**config.mk**
```make
export PLATFORM = sky130hd
export DESIGN_NAME = kyber_poly_reader_flat
export DESIGN_NICKNAME = d
export VERILOG_FILES = /design/src/rtl/kyber_poly_reader_pkg.sv /design/src/rtl/kyber_poly_reader_if.sv /design/src/rtl/kyber_poly_reader_fifo.sv /design/src/rtl/kyber_poly_reader.sv /design/src/flat_wrapper.sv
export SDC_FILE = /design/constraint.sdc
export NUM_CORES = 1
export LEC_CHECK = 0
export BUFFER_PORTS_ARGS = -buffer_cell sky130_fd_sc_hd__buf_2
export CAP_MARGIN = 20
export CORE_ASPECT_RATIO = 1.75
export CORE_MARGIN = 1.5
export CORE_UTILIZATION = 55
export CTS_CLUSTER_SIZE = 10
export DETAILED_ROUTE_END_ITERATION = 10
export PLACE_DENSITY = 0.78
export SYNTH_ARGS = -nofsm -noshare
export SYNTH_HDL_FRONTEND = slang
export SYNTH_SLANG_ARGS = --single-unit
export TNS_END_PERCENT = 5
```
**constraint.sdc**
```tcl
create_clock -name clk -period 4.2 [get_ports clk]
set_input_delay 0.63 -clock clk [delete_from_list [all_inputs] [get_ports clk]]
set_output_delay 0.63 -clock clk [all_outputs]
set_load 0.02 [all_outputs]
```
**src/rtl/kyber_poly_reader_pkg.sv**
```systemverilog
// Shared types and constants for the Kyber coefficient RAM reader.
// Holds the polynomial size, coefficient type and the reader FSM encoding.
package kyber_pkg;

  localparam int KYBER_N = 256;
  localparam int COEF_W  = 12;

  typedef logic [COEF_W-1:0] coef_t;

  typedef enum logic [1:0] {
    ST_IDLE  = 2'd0,
    ST_RUN   = 2'd1,
    ST_DRAIN = 2'd2
  } state_t;

endpackage

```
**src/rtl/kyber_poly_reader_if.sv**
```systemverilog
// Coefficient stream (valid/ready) between the RAM reader and the NTT stage.
interface kyber_poly_reader_if #(
  parameter int COEF_W = 12
);
  logic              m_valid;
  logic              m_ready;
  logic [COEF_W-1:0] m_data;
  logic              m_last;

  modport master (output m_valid, output m_data, output m_last, input m_ready);
  modport slave  (input m_valid, input m_data, input m_last, output m_ready);
endinterface

```
**src/rtl/kyber_poly_reader_fifo.sv**
```systemverilog
// Two-entry word FIFO that catches RAM read data one cycle after each issue.
module kyber_word_fifo #(
  parameter int WORD_W = 24
) (
  input  logic              clk,
  input  logic              rst,
  input  logic              i_push,
  input  logic              i_pop,
  input  logic [WORD_W-1:0] i_data,
  output logic [WORD_W-1:0] o_data,
  output logic [1:0]        o_count
);
  logic [WORD_W-1:0] r_mem [2];
  logic              r_wptr;
  logic              r_rptr;
  logic [1:0]        r_count;

  always_ff @(posedge clk or posedge rst) begin
    if (rst) begin
      r_mem[0] <= '0;
      r_mem[1] <= '0;
      r_wptr   <= 1'b0;
      r_rptr   <= 1'b0;
      r_count  <= 2'd0;
    end else begin
      if (i_push) begin
        r_mem[r_wptr] <= i_data;
        r_wptr        <= ~r_wptr;
      end
      if (i_pop) r_rptr <= ~r_rptr;
      case ({i_push, i_pop})
        2'b10:   r_count <= r_count + 2'd1;
        2'b01:   r_count <= r_count - 2'd1;
        default: r_count <= r_count;
      endcase
    end
  end

  assign o_data  = r_mem[r_rptr];
  assign o_count = r_count;
endmodule

```
**src/rtl/kyber_poly_reader.sv**
```systemverilog
// Streams a range of 24-bit RAM words out as 12-bit coefficients (low half first),
// issuing reads only while the word FIFO plus the read in flight hold fewer than two words.
module kyber_poly_reader #(
  parameter int ADDR_W = 8,
  parameter int WORD_W = 24,
  parameter int COEF_W = 12
) (
  input  logic                clk,
  input  logic                rst,
  input  logic                i_start,
  input  logic [ADDR_W-1:0]   i_base_addr,
  input  logic [ADDR_W:0]     i_num_words,
  output logic                o_busy,
  output logic                o_done,
  output logic                o_ram_ceb,
  output logic [ADDR_W-1:0]   o_ram_adb,
  input  logic [WORD_W-1:0]   i_ram_dout,
  kyber_poly_reader_if.master m_if
);
  import kyber_pkg::*;

  localparam logic [ADDR_W:0] FULL_CNT = {1'b1, {ADDR_W{1'b0}}};
  localparam logic [ADDR_W:0] ONE_CNT  = (ADDR_W+1)'(1);

  state_t            r_state;
  logic [ADDR_W-1:0] r_addr;
  logic [ADDR_W:0]   r_issue_left;
  logic [ADDR_W:0]   r_pop_left;
  logic              r_inflight;
  logic              r_half;
  logic              r_busy;
  logic              r_done;

  logic [1:0]        w_count;
  logic [1:0]        w_credit;
  logic [WORD_W-1:0] w_head;
  logic              w_issue;
  logic              w_hs;
  logic              w_pop;

  kyber_word_fifo #(.WORD_W(WORD_W)) u_fifo (
    .clk     (clk),
    .rst     (rst),
    .i_push  (r_inflight),
    .i_pop   (w_pop),
    .i_data  (i_ram_dout),
    .o_data  (w_head),
    .o_count (w_count)
  );

  assign w_credit = w_count + {1'b0, r_inflight};
  assign w_issue  = (r_state == ST_RUN) && (r_issue_left != '0) && (w_credit < 2'd2);
  assign w_hs     = (w_count != 2'd0) && m_if.m_ready;
  assign w_pop    = w_hs && r_half;

  always_ff @(posedge clk or posedge rst) begin
    if (rst) begin
      r_state      <= ST_IDLE;
      r_addr       <= '0;
      r_issue_left <= '0;
      r_pop_left   <= '0;
      r_inflight   <= 1'b0;
      r_half       <= 1'b0;
      r_busy       <= 1'b0;
      r_done       <= 1'b0;
    end else begin
      r_done     <= 1'b0;
      r_inflight <= w_issue;
      if (w_issue) begin
        r_addr       <= r_addr + ADDR_W'(1);
        r_issue_left <= r_issue_left - ONE_CNT;
      end
      if (w_hs)  r_half     <= ~r_half;
      if (w_pop) r_pop_left <= r_pop_left - ONE_CNT;
      case (r_state)
        ST_IDLE: begin
          if (i_start) begin
            r_state      <= ST_RUN;
            r_busy       <= 1'b1;
            r_addr       <= i_base_addr;
            r_half       <= 1'b0;
            // A zero count means a full sweep of the RAM.
            r_issue_left <= (i_num_words == '0) ? FULL_CNT : i_num_words;
            r_pop_left   <= (i_num_words == '0) ? FULL_CNT : i_num_words;
          end
        end
        ST_RUN: begin
          if (w_issue && (r_issue_left == ONE_CNT)) r_state <= ST_DRAIN;
        end
        ST_DRAIN: begin
          if (w_pop && (r_pop_left == ONE_CNT)) begin
            r_state <= ST_IDLE;
            r_busy  <= 1'b0;
            r_done  <= 1'b1;
          end
        end
        default: r_state <= ST_IDLE;
      endcase
    end
  end

  assign o_busy      = r_busy;
  assign o_done      = r_done;
  assign o_ram_ceb   = w_issue;
  assign o_ram_adb   = r_addr;
  assign m_if.m_valid = (w_count != 2'd0);
  assign m_if.m_data  = r_half ? w_head[WORD_W-1:COEF_W] : w_head[COEF_W-1:0];
  assign m_if.m_last  = r_half && (r_pop_left == ONE_CNT);
endmodule

```
**src/flat_wrapper.sv**
```systemverilog
// flat-port wrapper written by rule: the top's interface ports become plain ports
module kyber_poly_reader_flat import kyber_pkg::*;
#(
  parameter int ADDR_W = 8,
  parameter int WORD_W = 24,
  parameter int COEF_W = 12
)
  (clk, rst, i_start, i_base_addr, i_num_words, o_busy, o_done, o_ram_ceb, o_ram_adb, i_ram_dout, m_if_m_valid, m_if_m_data, m_if_m_last, m_if_m_ready);
  kyber_poly_reader_if #(.COEF_W(COEF_W)) m_if_i ();
  input  logic clk;
  input  logic rst;
  input  logic i_start;
  input  logic [ADDR_W-1:0] i_base_addr;
  input  logic [ADDR_W:0] i_num_words;
  output logic o_busy;
  output logic o_done;
  output logic o_ram_ceb;
  output logic [ADDR_W-1:0] o_ram_adb;
  input  logic [WORD_W-1:0] i_ram_dout;
  output wire logic [$bits(m_if_i.m_valid)-1:0] m_if_m_valid;
  output wire logic [$bits(m_if_i.m_data)-1:0] m_if_m_data;
  output wire logic [$bits(m_if_i.m_last)-1:0] m_if_m_last;
  input wire logic [$bits(m_if_i.m_ready)-1:0] m_if_m_ready;
  assign m_if_m_valid = m_if_i.m_valid;
  assign m_if_m_data = m_if_i.m_data;
  assign m_if_m_last = m_if_i.m_last;
  assign m_if_i.m_ready = m_if_m_ready;
  kyber_poly_reader #(.ADDR_W(ADDR_W), .WORD_W(WORD_W), .COEF_W(COEF_W)) u_core (.clk(clk), .rst(rst), .i_start(i_start), .i_base_addr(i_base_addr), .i_num_words(i_num_words), .o_busy(o_busy), .o_done(o_done), .o_ram_ceb(o_ram_ceb), .o_ram_adb(o_ram_adb), .i_ram_dout(i_ram_dout), .m_if(m_if_i));
endmodule
```
---- Word-level counts from Yosys, hierarchy flattened ----
Cells that the tools add are included.
storage, ports and cells
  output and inout bits ................... 25
  register bits after elaboration ......... 84
  input port bits ......................... 45
operators by class
  reduce and logical (&&, ||, !) cells .... 16
  mux-type cells .......................... 30
  bitwise gates (word level) .............. 5
  eq/ne operators ......................... 9
  $add $sub $neg .......................... 6
  order comparisons ....................... 4
operators by type and width
  operator                                                   count
  two-way mux 24 bit                                         4
  two-way mux 9 bit                                          7
  bitwise mux 48 bit                                         1
  demux 24 bit (select 1 bit)                                1
  two-way mux 8 bit                                          3
  equality test 9 x 1 -> 1 bit (second input constant)       2
  subtractor 9 x 1 -> 9 bit (second input constant)          2
  two-way mux 12 bit                                         1
  logical NOT 9 bit                                          1
  nonzero test 9 bit                                         1
  adder 8 x 1 -> 8 bit (second input constant)               1
  logical AND 1 bit                                          8
  two-way mux 1 bit                                          7
  two-way mux 2 bit                                          3
  one-hot mux 2 bit (3 select lines)                         1
  AND reduction 3 bit                                        2
  nonzero test 2 bit                                         3
  equality test 2 x 1 -> 1 bit (second input constant)       2
  equality test 2 bit (second input constant)                2
  greater-or-equal comparator 2 bit (second input constant)  2
  != test 2 bit (second input constant)                      2
  inverter 1 -> 2 bit                                        2
  one-hot mux 2 bit (2 select lines)                         1
  inverter 1 bit                                             3
  8 further kinds                                            8

---- Longest topological paths before layout ----
Gate-level depths: netlist (run 1).
  word-level depth ........................ 6
  mapped depth ............................ 8
  mapped depth without buffers ............ 7

---- Modules after synthesis ----
From an unflattened synthesis (run 1), not the netlist that was laid out.
second synthesis, totals
  cells, all modules ...................... 355
  area total of the unflattened synthesis .. 4329.2 sq um
modules (own cells, without submodules)
  module             area an instance (sq um)  sequential area each (sq um)  cells an instance  instances
  kyber_word_fifo    2356.0                    1301.2                        143                1
  kyber_poly_reader  1973.1                    800.8                         212                1

---- Worst setup path before layout (run 1) ----
No wires, ideal clock.
  path type ............................... reg-to-output
  start point ............................. register u_core.r_issue_left[0]
  end point ............................... output port o_ram_ceb
  cell stages (with the launch flop) ...... 7
  required time ........................... 3570 ps
  arrival ................................. 1513 ps
  setup slack ............................. 2057 ps
  path buffers ............................ 1
  path through ............................ dfrtp_1 inv_1 ha_1 nor4b_2 and2_1 buf_2 nor2_1
between the ends
  cells in the longest elaborated chain, start to end .. 3
ends and longest elaborated chain
  item                             RTL line                 RTL
  start, declared                  kyber_poly_reader.sv:27  logic [ADDR_W:0] r_issue_left;
  start signal, assigned           kyber_poly_reader.sv:71  r_issue_left <= r_issue_left - ONE_CNT;
  start signal, assigned           kyber_poly_reader.sv:83  r_issue_left <= (i_num_words == '0) ? FULL_CNT : i_num_words;
  nonzero test 9 bit               kyber_poly_reader.sv:52  assign w_issue = (r_state == ST_RUN) && (r_issue_left != '0) && (w_credit < 2'd2);
  logical AND 1 bit (2 in series)  kyber_poly_reader.sv:52
  end, declared                    flat_wrapper.sv:17       output logic o_ram_ceb;
Every way passes these cells.

---- Worst setup path after layout (run 1) ----
Ends and elaborated chain as after synthesis.

==> summary.json, run 1 <==
{
  "setup_path": {
    "worst_setup_path_end_kind": "primary output",
    "worst-endpoint-arrival_ns": 2.33,
    "setup.worst_path.start_class": "flop",
    "critical_path.cell_chain": "inv_1, ha_1, nor4b_2, and2_1, nor2_1, buf_2",
    "number_of_buffers_and_inverters_on_the_critical_path": 2,
    "worst_r2r_src": "u_core.u_fifo.o_count[0]",
    "critical_path.max_stage_delay_ns": 0.50,
    "worstPathMaxFanout": 15,
    "crit_type": "reg -> out",
    "worst_path_dominant_cell_family": "simple AND/OR/NAND/NOR gates",
    "critPathRequiredTime_ns": 3.57,
    "critical_path_origin": "u_core.r_issue_left[0]",
    "standard_cell_with_the_maximum_stage_delay_on_the_critical_path": "sky130_fd_sc_hd__and2_1"
  },
  "power": {
    "power-per-cell-area_nw_per_um2": 822,
    "p_leak_nw": 2.06,
    "total_switching_power_w": 0.00145,
    "share_seq_of_total_power": 0.395,
    "ir_worst_vdd_mv": 0.495,
    "swShare": 0.371,
    "p_int_w": 0.00246,
    "clkPwrFrac": 0.189,
    "pwr-share-comb": 0.416
  },
  "clocking": {
    "clk-insertion-delay-late_ns": 0.33,
    "htreeDepth": 3,
    "path_clk_slew_ns": 0.06,
    "cts_made_buffers": 9,
    "clock-sinks": 84,
    "holdBufCountCts": 0,
    "clock-root-buffer": "sky130_fd_sc_hd__clkbuf_16",
    "max-clock-path-buffers": 2,
    "number_of_resized_instances_in_the_post_cts_repair_step": 0,
    "post_cts.repair.setup_buffers": 0,
    "cts_tree": "built"
  },
  "logic_synthesis": {
    "synth_enable_flop_cells": 0,
    "synth_top_area_frac": 0.520,
    "synth.ff_latch_count": 84,
    "sequential_element_share_of_the_synthesized_area": 0.520,
    "post_synth_num_cell_types": 49,
    "synth_cells": 323,
    "synth.area.top_cells": "sky130_fd_sc_hd__dfrtp_1 (52%), sky130_fd_sc_hd__mux2_2 (7.8%), sky130_fd_sc_hd__mux4_2 (6.7%)",
    "synth-async-reset-ratio": 1.00,
    "postSynthAreaPerCell_sq_um": 12.5,
    "yosys_warn_count": 0,
    "synth_area_leader": "sky130_fd_sc_hd__dfrtp_1",
    "mappedNetlistNets": 375,
    "post_synth_instance_area_sq_um": 4040,
    "synth-main-ff-cell": "sky130_fd_sc_hd__dfrtp_1"
  },
  "place": {
    "dp_slack_ns": 1.64,
    "numPortBuffers": 69,
    "hpwl_microns": 6110,
    "routabilityCongestion": 0.899
  },
  "cells_and_area": {
    "nets": 445,
    "num_antenna_cells": 0,
    "ratio_of_cells_with_drive_above_1_in_the_final_layout": 0.344,
    "area_growth_syn_to_layout_pct": 17.5
  },
  "flow_run": {
    "cap_viol_max_count": 0
  },
  "drt": {
    "num_vias": 2878,
    "drtAntennaViolNets": 0,
    "detail_route.iter0.violations": 221,
    "1st_pass_router_iterations": 4,
    "wirelength_per_cell_microns": 17.4,
    "vias_per_cell": 5.95,
    "finalWirelength_microns": 8430,
    "drt_drc_violations_left": 0
  },
  "die": {
    "floorplan.core_area_sq_um": 7180,
    "floorplan.die.width_microns": 67.8,
    "floorplan.io_pins": 70,
    "floorplan.rows": 41,
    "die_area_sq_um": 7900,
    "floorplan.die.height_microns": 116,
    "floorplan.initialDensity": 0.563
  },
  "sta": {
    "worst_clock_skew_ns": 0.00486,
    "finalCriticalPeriod_ns": 2.96,
    "worst_slack_ns": 1.24,
    "timing_max_transition_violations_final": 0,
    "worst-slew-pin-transition_ns": 1.06,
    "setup-tns-final_ns": 0,
    "worst_hold_check_slack_ns": 0.432,
    "timing.final.hold_violations": 0,
    "setup-violations-final": 0,
    "slew_headroom": 0.288,
    "finalCritPeriodShare": 0.705,
    "max_clock_freq_mhz": 338,
    "grt_setup_unrepaired": "false"
  },
  "global_routing": {
    "antenna_found_initial": 0,
    "track_usage": 0.236,
    "grt_pass1_vias": 3025,
    "global_route_wire_length_before_repair_microns": 13800,
    "grt_start_max_net_pins": 51,
    "gr-total-overflow": 0
  },
  "worst_hold_path": {
    "hold_class": "in -> async"
  },
  "status": {
    "status": "completed"
  }
}
-- cells in the mapped netlist, types with 7 or more instances --
cell type and number:
sky130_fd_sc_hd__xor2_1 7, sky130_fd_sc_hd__nand3_1 8, sky130_fd_sc_hd__nor2_1 16, sky130_fd_sc_hd__a21oi_1 10, sky130_fd_sc_hd__mux4_2 12, sky130_fd_sc_hd__ha_1 7
sky130_fd_sc_hd__nand2_1 17, sky130_fd_sc_hd__dfrtp_1 84, sky130_fd_sc_hd__mux2_1 20, sky130_fd_sc_hd__a31oi_1 9, sky130_fd_sc_hd__clkbuf_1 8, sky130_fd_sc_hd__mux2_2 28
sky130_fd_sc_hd__or4_1 7, sky130_fd_sc_hd__inv_1 11
-- cell type report --
class | count | area (sq um)
fill | 571 | 2430
clock inverter | 3 | 21.3
sequential | 84 | 2100
inverter | 11 | 42.5
multi-input combinational | 213 | 1830
timing repair buffer | 74 | 383
clock buffer | 13 | 260
tap | 86 | 108
-- final timing paths --
path                       slack (ns)  depth (start not counted)                      end
max in group asynchronous        2.84                          3  u_core.u_fifo.r_mem[10]
min                              0.43                          2   u_core.u_fifo.r_mem[3]
min in group clk                 0.48                          1     u_core.u_fifo.r_wptr
min reg2reg                      0.48                          1     u_core.u_fifo.r_wptr
max                              1.24                          6                o_ram_ceb
max reg2reg                      1.98                          7     u_core.r_pop_left[7]
-- through the flow --
step                 util  total power, W  instances  instance area (sq um)
global placement    0.621         0.00310        467                   4460
detailed placement  0.622         0.00319        468                   4470
floorplan               -         0.00273        323                   4040
finish              0.661         0.00391        484                   4750
global route        0.661         0.00418        484                   4750
CTS                 0.661         0.00395        484                   4750
-- layer usage --
layer,GRT usage,wire length (microns)
met2,0.423,4590
met1,0.262,3220
met5,0,0
met3,0.0530,419
met4,0.103,199
-- placed cells by master (no fill, tap or decap), types with 4 or more instances in the layout --
cell type                   instances
sky130_fd_sc_hd__nand2_1           17
sky130_fd_sc_hd__buf_4              5
sky130_fd_sc_hd__nand3_1            8
sky130_fd_sc_hd__a21oi_1           10
sky130_fd_sc_hd__or4_1              7
sky130_fd_sc_hd__and2_1             4
sky130_fd_sc_hd__mux2_1            20
sky130_fd_sc_hd__nor3_1             6
sky130_fd_sc_hd__clkbuf_16          9
sky130_fd_sc_hd__dfrtp_1           84
sky130_fd_sc_hd__nor2_1            16
sky130_fd_sc_hd__nor4_1             4
sky130_fd_sc_hd__a31oi_1            9
sky130_fd_sc_hd__o311ai_1           4
sky130_fd_sc_hd__o21ai_0            6
sky130_fd_sc_hd__mux2_2            28
sky130_fd_sc_hd__buf_2             69
sky130_fd_sc_hd__inv_1             10
sky130_fd_sc_hd__ha_1               7
sky130_fd_sc_hd__mux4_2            12
sky130_fd_sc_hd__xnor2_1            6
sky130_fd_sc_hd__xor2_1             7
-- sequential cells by signal (all words and copies together) (netlist names) --
| name | flops |
|---|---|
| u_core.u_fifo.r_mem | 48 |
| u_core.r_issue_left | 9 |
| u_core.r_pop_left | 9 |
| u_core.o_ram_adb | 8 |
| u_core.r_state | 2 |
| u_core.u_fifo.o_count | 2 |
| u_core.o_busy | 1 |
| u_core.o_done | 1 |
| u_core.r_half | 1 |
| u_core.r_inflight | 1 |
| u_core.u_fifo.r_rptr | 1 |
| u_core.u_fifo.r_wptr | 1 |
-- power by group through the flow --
stage,Clock (W),Sequential (W),Combinational (W)
after floorplan,0,0.00149,0.00124
after detailed placement,0,0.00155,0.00164
after global routing,0.000789,0.00160,0.00179
final,0.000740,0.00154,0.00162
after global placement,0,0.00152,0.00158
after CTS,0.000752,0.00154,0.00165
-- cells by family after synthesis --
logic type                 synth area share
AOI/OAI and AO/OA                    0.0774
xor gates and xnor gates             0.0282
and+or+nand+nor                       0.126
muxes                                 0.200
DFF                                   0.520
adders and majority gates            0.0217
buffers and inverters                0.0266
Note: power is estimated with default switching activity, not from simulation.
==> run 2, diff against run 1 <==
==> constraint.sdc (replaced) <==
create_clock -name clk -period 2.8 [get_ports clk]
set_input_delay 0.42 -clock clk [delete_from_list [all_inputs] [get_ports clk]]
set_output_delay 0.42 -clock clk [all_outputs]
set_load 0.02 [all_outputs]
==> summary.json, run 2 (synthesis gave the netlist of run 1 again) <==
{
  "die": {
    "floorplan.rows": {"value": 41, "change": "unchanged"},
    "floorplan.die.height": {"value": 116, "unit": "microns", "change": "unchanged"},
    "floorplan.io_pins": {"value": 70, "change": "unchanged"},
    "floorplan.initialDensity": {"value": 0.563, "change": "unchanged"},
    "floorplan.die.width": {"value": 67.8, "unit": "microns", "change": "unchanged"},
    "floorplan.core_area": {"value": 7180, "unit": "sq um", "change": "unchanged"},
    "die_area": {"value": 7900, "unit": "sq um", "change": "unchanged"}
  },
  "clocking": {
    "htreeDepth": {"value": 3, "change": "unchanged"},
    "path_clk_slew": {"value": 0.06, "unit": "ns", "change": "about the same"},
    "holdBufCountCts": {"value": 0, "change": "unchanged"},
    "cts_tree": "built",
    "clk-insertion-delay-late": {"value": 0.34, "unit": "ns", "change": "about the same"},
    "clock-sinks": {"value": 84, "change": "unchanged"},
    "clock-root-buffer": "sky130_fd_sc_hd__clkbuf_16",
    "max-clock-path-buffers": {"value": 2, "change": "unchanged"},
    "cts_made_buffers": {"value": 9, "change": "unchanged"}
  },
  "setup_path": {
    "setup.worst_path.start_class": "flop",
    "critical_path.cell_chain": "inv_1, ha_1, nor4b_2, and2_2, nor2_1, buf_2",
    "worstPathMaxFanout": {"value": 15, "change": "unchanged"},
    "critical_path.max_stage_delay": {"value": 0.40, "unit": "ns", "change": "-0.10 ns"},
    "standard_cell_with_the_maximum_stage_delay_on_the_critical_path": "sky130_fd_sc_hd__dfrtp_1",
    "critPathRequiredTime": {"value": 2.38, "unit": "ns", "change": "-1.19 ns"},
    "worst_setup_path_end_kind": "primary output",
    "worst-endpoint-arrival": {"value": 2.15, "unit": "ns", "change": "-0.18 ns"},
    "crit_type": "reg -> out"
  },
  "sta": {
    "setup-tns-final": {"value": 0, "unit": "ns", "change": "unchanged"},
    "worst-slew-pin-transition": {"value": 0.926, "unit": "ns", "change": "-0.138 ns"},
    "timing_max_transition_violations_final": {"value": 0, "change": "unchanged"},
    "grt_setup_unrepaired": "false",
    "worst_clock_skew": {"value": 0.00654, "unit": "ns", "change": "+0.00167 ns"},
    "finalCriticalPeriod_ns": 2.57,
    "setup-violations-final": {"value": 0, "change": "unchanged"},
    "finalCritPeriodShare": 0.917,
    "timing.final.hold_violations": {"value": 0, "change": "unchanged"},
    "max_clock_freq_mhz": 390,
    "slew_headroom": {"value": 0.382, "change": "+0.0939"}
  },
  "flow_run": {
    "cap_viol_max_count": {"value": 0, "change": "unchanged"}
  },
  "cells_and_area": {
    "layout_commonest_cell": "sky130_fd_sc_hd__dfrtp_1",
    "top_regs": "u_core.u_fifo.r_mem x48, u_core.r_issue_left x9, u_core.r_pop_left x9",
    "largest_reg_flops": {"value": 48, "change": "unchanged"},
    "nets": {"value": 447, "change": "+0.45%"},
    "n_fill_cell": {"value": 544, "change": "-4.7%"},
    "num_antenna_cells": {"value": 0, "change": "unchanged"},
    "ratio_of_cells_with_drive_above_1_in_the_final_layout": {"value": 0.355, "change": "+0.0108"},
    "biggest_register": "u_core.u_fifo.r_mem",
    "area_growth_syn_to_layout_pct": 18.6,
    "final_cell_area": {"value": 4800, "unit": "sq um", "change": "+0.95%"},
    "mostFrequentLayoutCells": "sky130_fd_sc_hd__dfrtp_1 (84), sky130_fd_sc_hd__buf_2 (69), sky130_fd_sc_hd__mux2_2 (28)"
  },
  "drt": {
    "1st_pass_router_iterations": {"value": 4, "change": "unchanged"},
    "drt_drc_violations_left": {"value": 0, "change": "unchanged"},
    "wirelength_per_cell": {"value": 17.7, "unit": "microns", "change": "+1.4%"},
    "vias_per_cell": {"value": 5.96, "change": "+0.18%"},
    "num_vias": {"value": 2895, "change": "+0.59%"},
    "finalWirelength": {"value": 8590, "unit": "microns", "change": "+1.8%"},
    "detail_route.iter0.violations": {"value": 172, "change": "-22%"},
    "drtAntennaViolNets": {"value": 0, "change": "unchanged"}
  },
  "power": {
    "ir_worst_vdd": {"value": 0.939, "unit": "mV", "change": "+90%"},
    "total_switching_power": {"value": 0.00220, "unit": "W", "change": "+52%"},
    "p_int": {"value": 0.00375, "unit": "W", "change": "+52%"},
    "p_leak": {"value": 2.08, "unit": "nW", "change": "+1.1%"},
    "swShare": {"value": 0.370, "change": "-0.000702"},
    "clkPwrFrac": {"value": 0.195, "change": "+0.006"},
    "share_seq_of_total_power": {"value": 0.389, "change": "-0.006"},
    "pwr-share-comb": {"value": 0.415, "change": "about the same"},
    "power-per-cell-area": {"value": 1240, "unit": "nW/um^2", "change": "+51%"}
  },
  "global_routing": {
    "gr-total-overflow": {"value": 0, "change": "unchanged"},
    "antenna_found_initial": {"value": 0, "change": "unchanged"},
    "global_route_wire_length_before_repair": {"value": 14000, "unit": "microns", "change": "+1.6%"},
    "track_usage": {"value": 0.240, "change": "+0.00341"},
    "grt_pass1_vias": {"value": 3008, "change": "-0.56%"},
    "grt_start_max_net_pins": {"value": 85, "change": "+67%"}
  },
  "status": {
    "status": "completed"
  },
  "place": {
    "numPortBuffers": {"value": 69, "change": "unchanged"},
    "routabilityCongestion": {"value": 0.912, "change": "+1.4%"},
    "place_area": {"value": 4500, "unit": "sq um", "change": "+0.62%"},
    "hpwl": {"value": 6030, "unit": "microns", "change": "-1.3%"}
  },
  "worst_hold_path": {
    "hold_class": "in -> async"
  }
}
run 2: cell count changes in the layout (fill, tap and decap cells not counted), sizes merged:
cell	delta
clkbuf	-3
bufinv	+1
clkinv	+2
buf	+2
run 2: final timing paths:
check,startpoint,endpoint,slack [ns],cells after the start
setup / recovery,u_core.r_issue_left[1],o_ram_ceb,0.23,6
hold / removal,rst,u_core.u_fifo.r_mem[39],0.15,3
setup reg to reg,u_core.u_fifo.o_count[0],u_core.r_pop_left[7],0.53,7
hold reg to reg,u_core.u_fifo.r_wptr,u_core.u_fifo.r_wptr,0.48,1
max in group asynchronous,rst,u_core.r_issue_left[0],2.29,3
min in group clk,i_base_addr[3],u_core.o_ram_adb[3],0.28,3
run 2: what timing repair did:
| item | CTS | global route |
|---|---|---|
| setup buffers | 0 | 0 |
| resized for setup | 0 | 2 |
| setup endpoints to repair | 0 | 1 |
run 2: area by class of cell:
| type | count | area [sq um] | area share |
|---|---|---|---|
| Sequential cell | 84 | 2100 | 0.438 |
| Multi-Input combinational cell | 213 | 1840 | 0.384 |
| Timing Repair Buffer | 76 | 410 | 0.0856 |
| Clock buffer | 10 | 229 | 0.0477 |
| Tap cell | 86 | 108 | 0.0224 |
| Clock inverter | 6 | 65.1 | 0.0136 |
| Inverter | 11 | 42.5 | 0.00887 |
run 2: layer usage:
metal	track usage	share of wire
met1	0.271	0.38
met2	0.425	0.55
met3	0.0424	0.045
met4	0.116	0.022
met5	0	0
run 2: critical path: cells and delay by family (launching register included):
kind,cells,cell delay [ns]
adders and majority gates,1,0.26
buffers and inverters,2,0.31
DFF,1,0.40
and+or+nand+nor,3,0.84
run 2: power groups by stage:
stage / registers [W] / clock network [W] / logic, W
after floorplan: 0.00224 / 0 / 0.00186
after global placement: 0.00227 / 0 / 0.00240
after detailed placement: 0.00232 / 0 / 0.00247
after CTS: 0.00231 / 0.00118 / 0.00249
after global routing: 0.00239 / 0.00123 / 0.00273
final: 0.00231 / 0.00116 / 0.00247
run 2: metrics by stage:
step | utilization | hold slack (ns) | std cells | total power [W] | setup WS, ns
after global placement | 0.626 | 0.466 | 470 | 0.00467 | 0.587
after global routing | 0.668 | 0.210 | 486 | 0.00635 | 0.0875
after floorplan | - | 0.452 | 323 | 0.00410 | 0.215
after detailed placement | 0.626 | 0.473 | 470 | 0.00480 | 0.477
final | 0.668 | 0.154 | 486 | 0.00595 | 0.233
after CTS | 0.667 | 0.191 | 486 | 0.00598 | 0.105
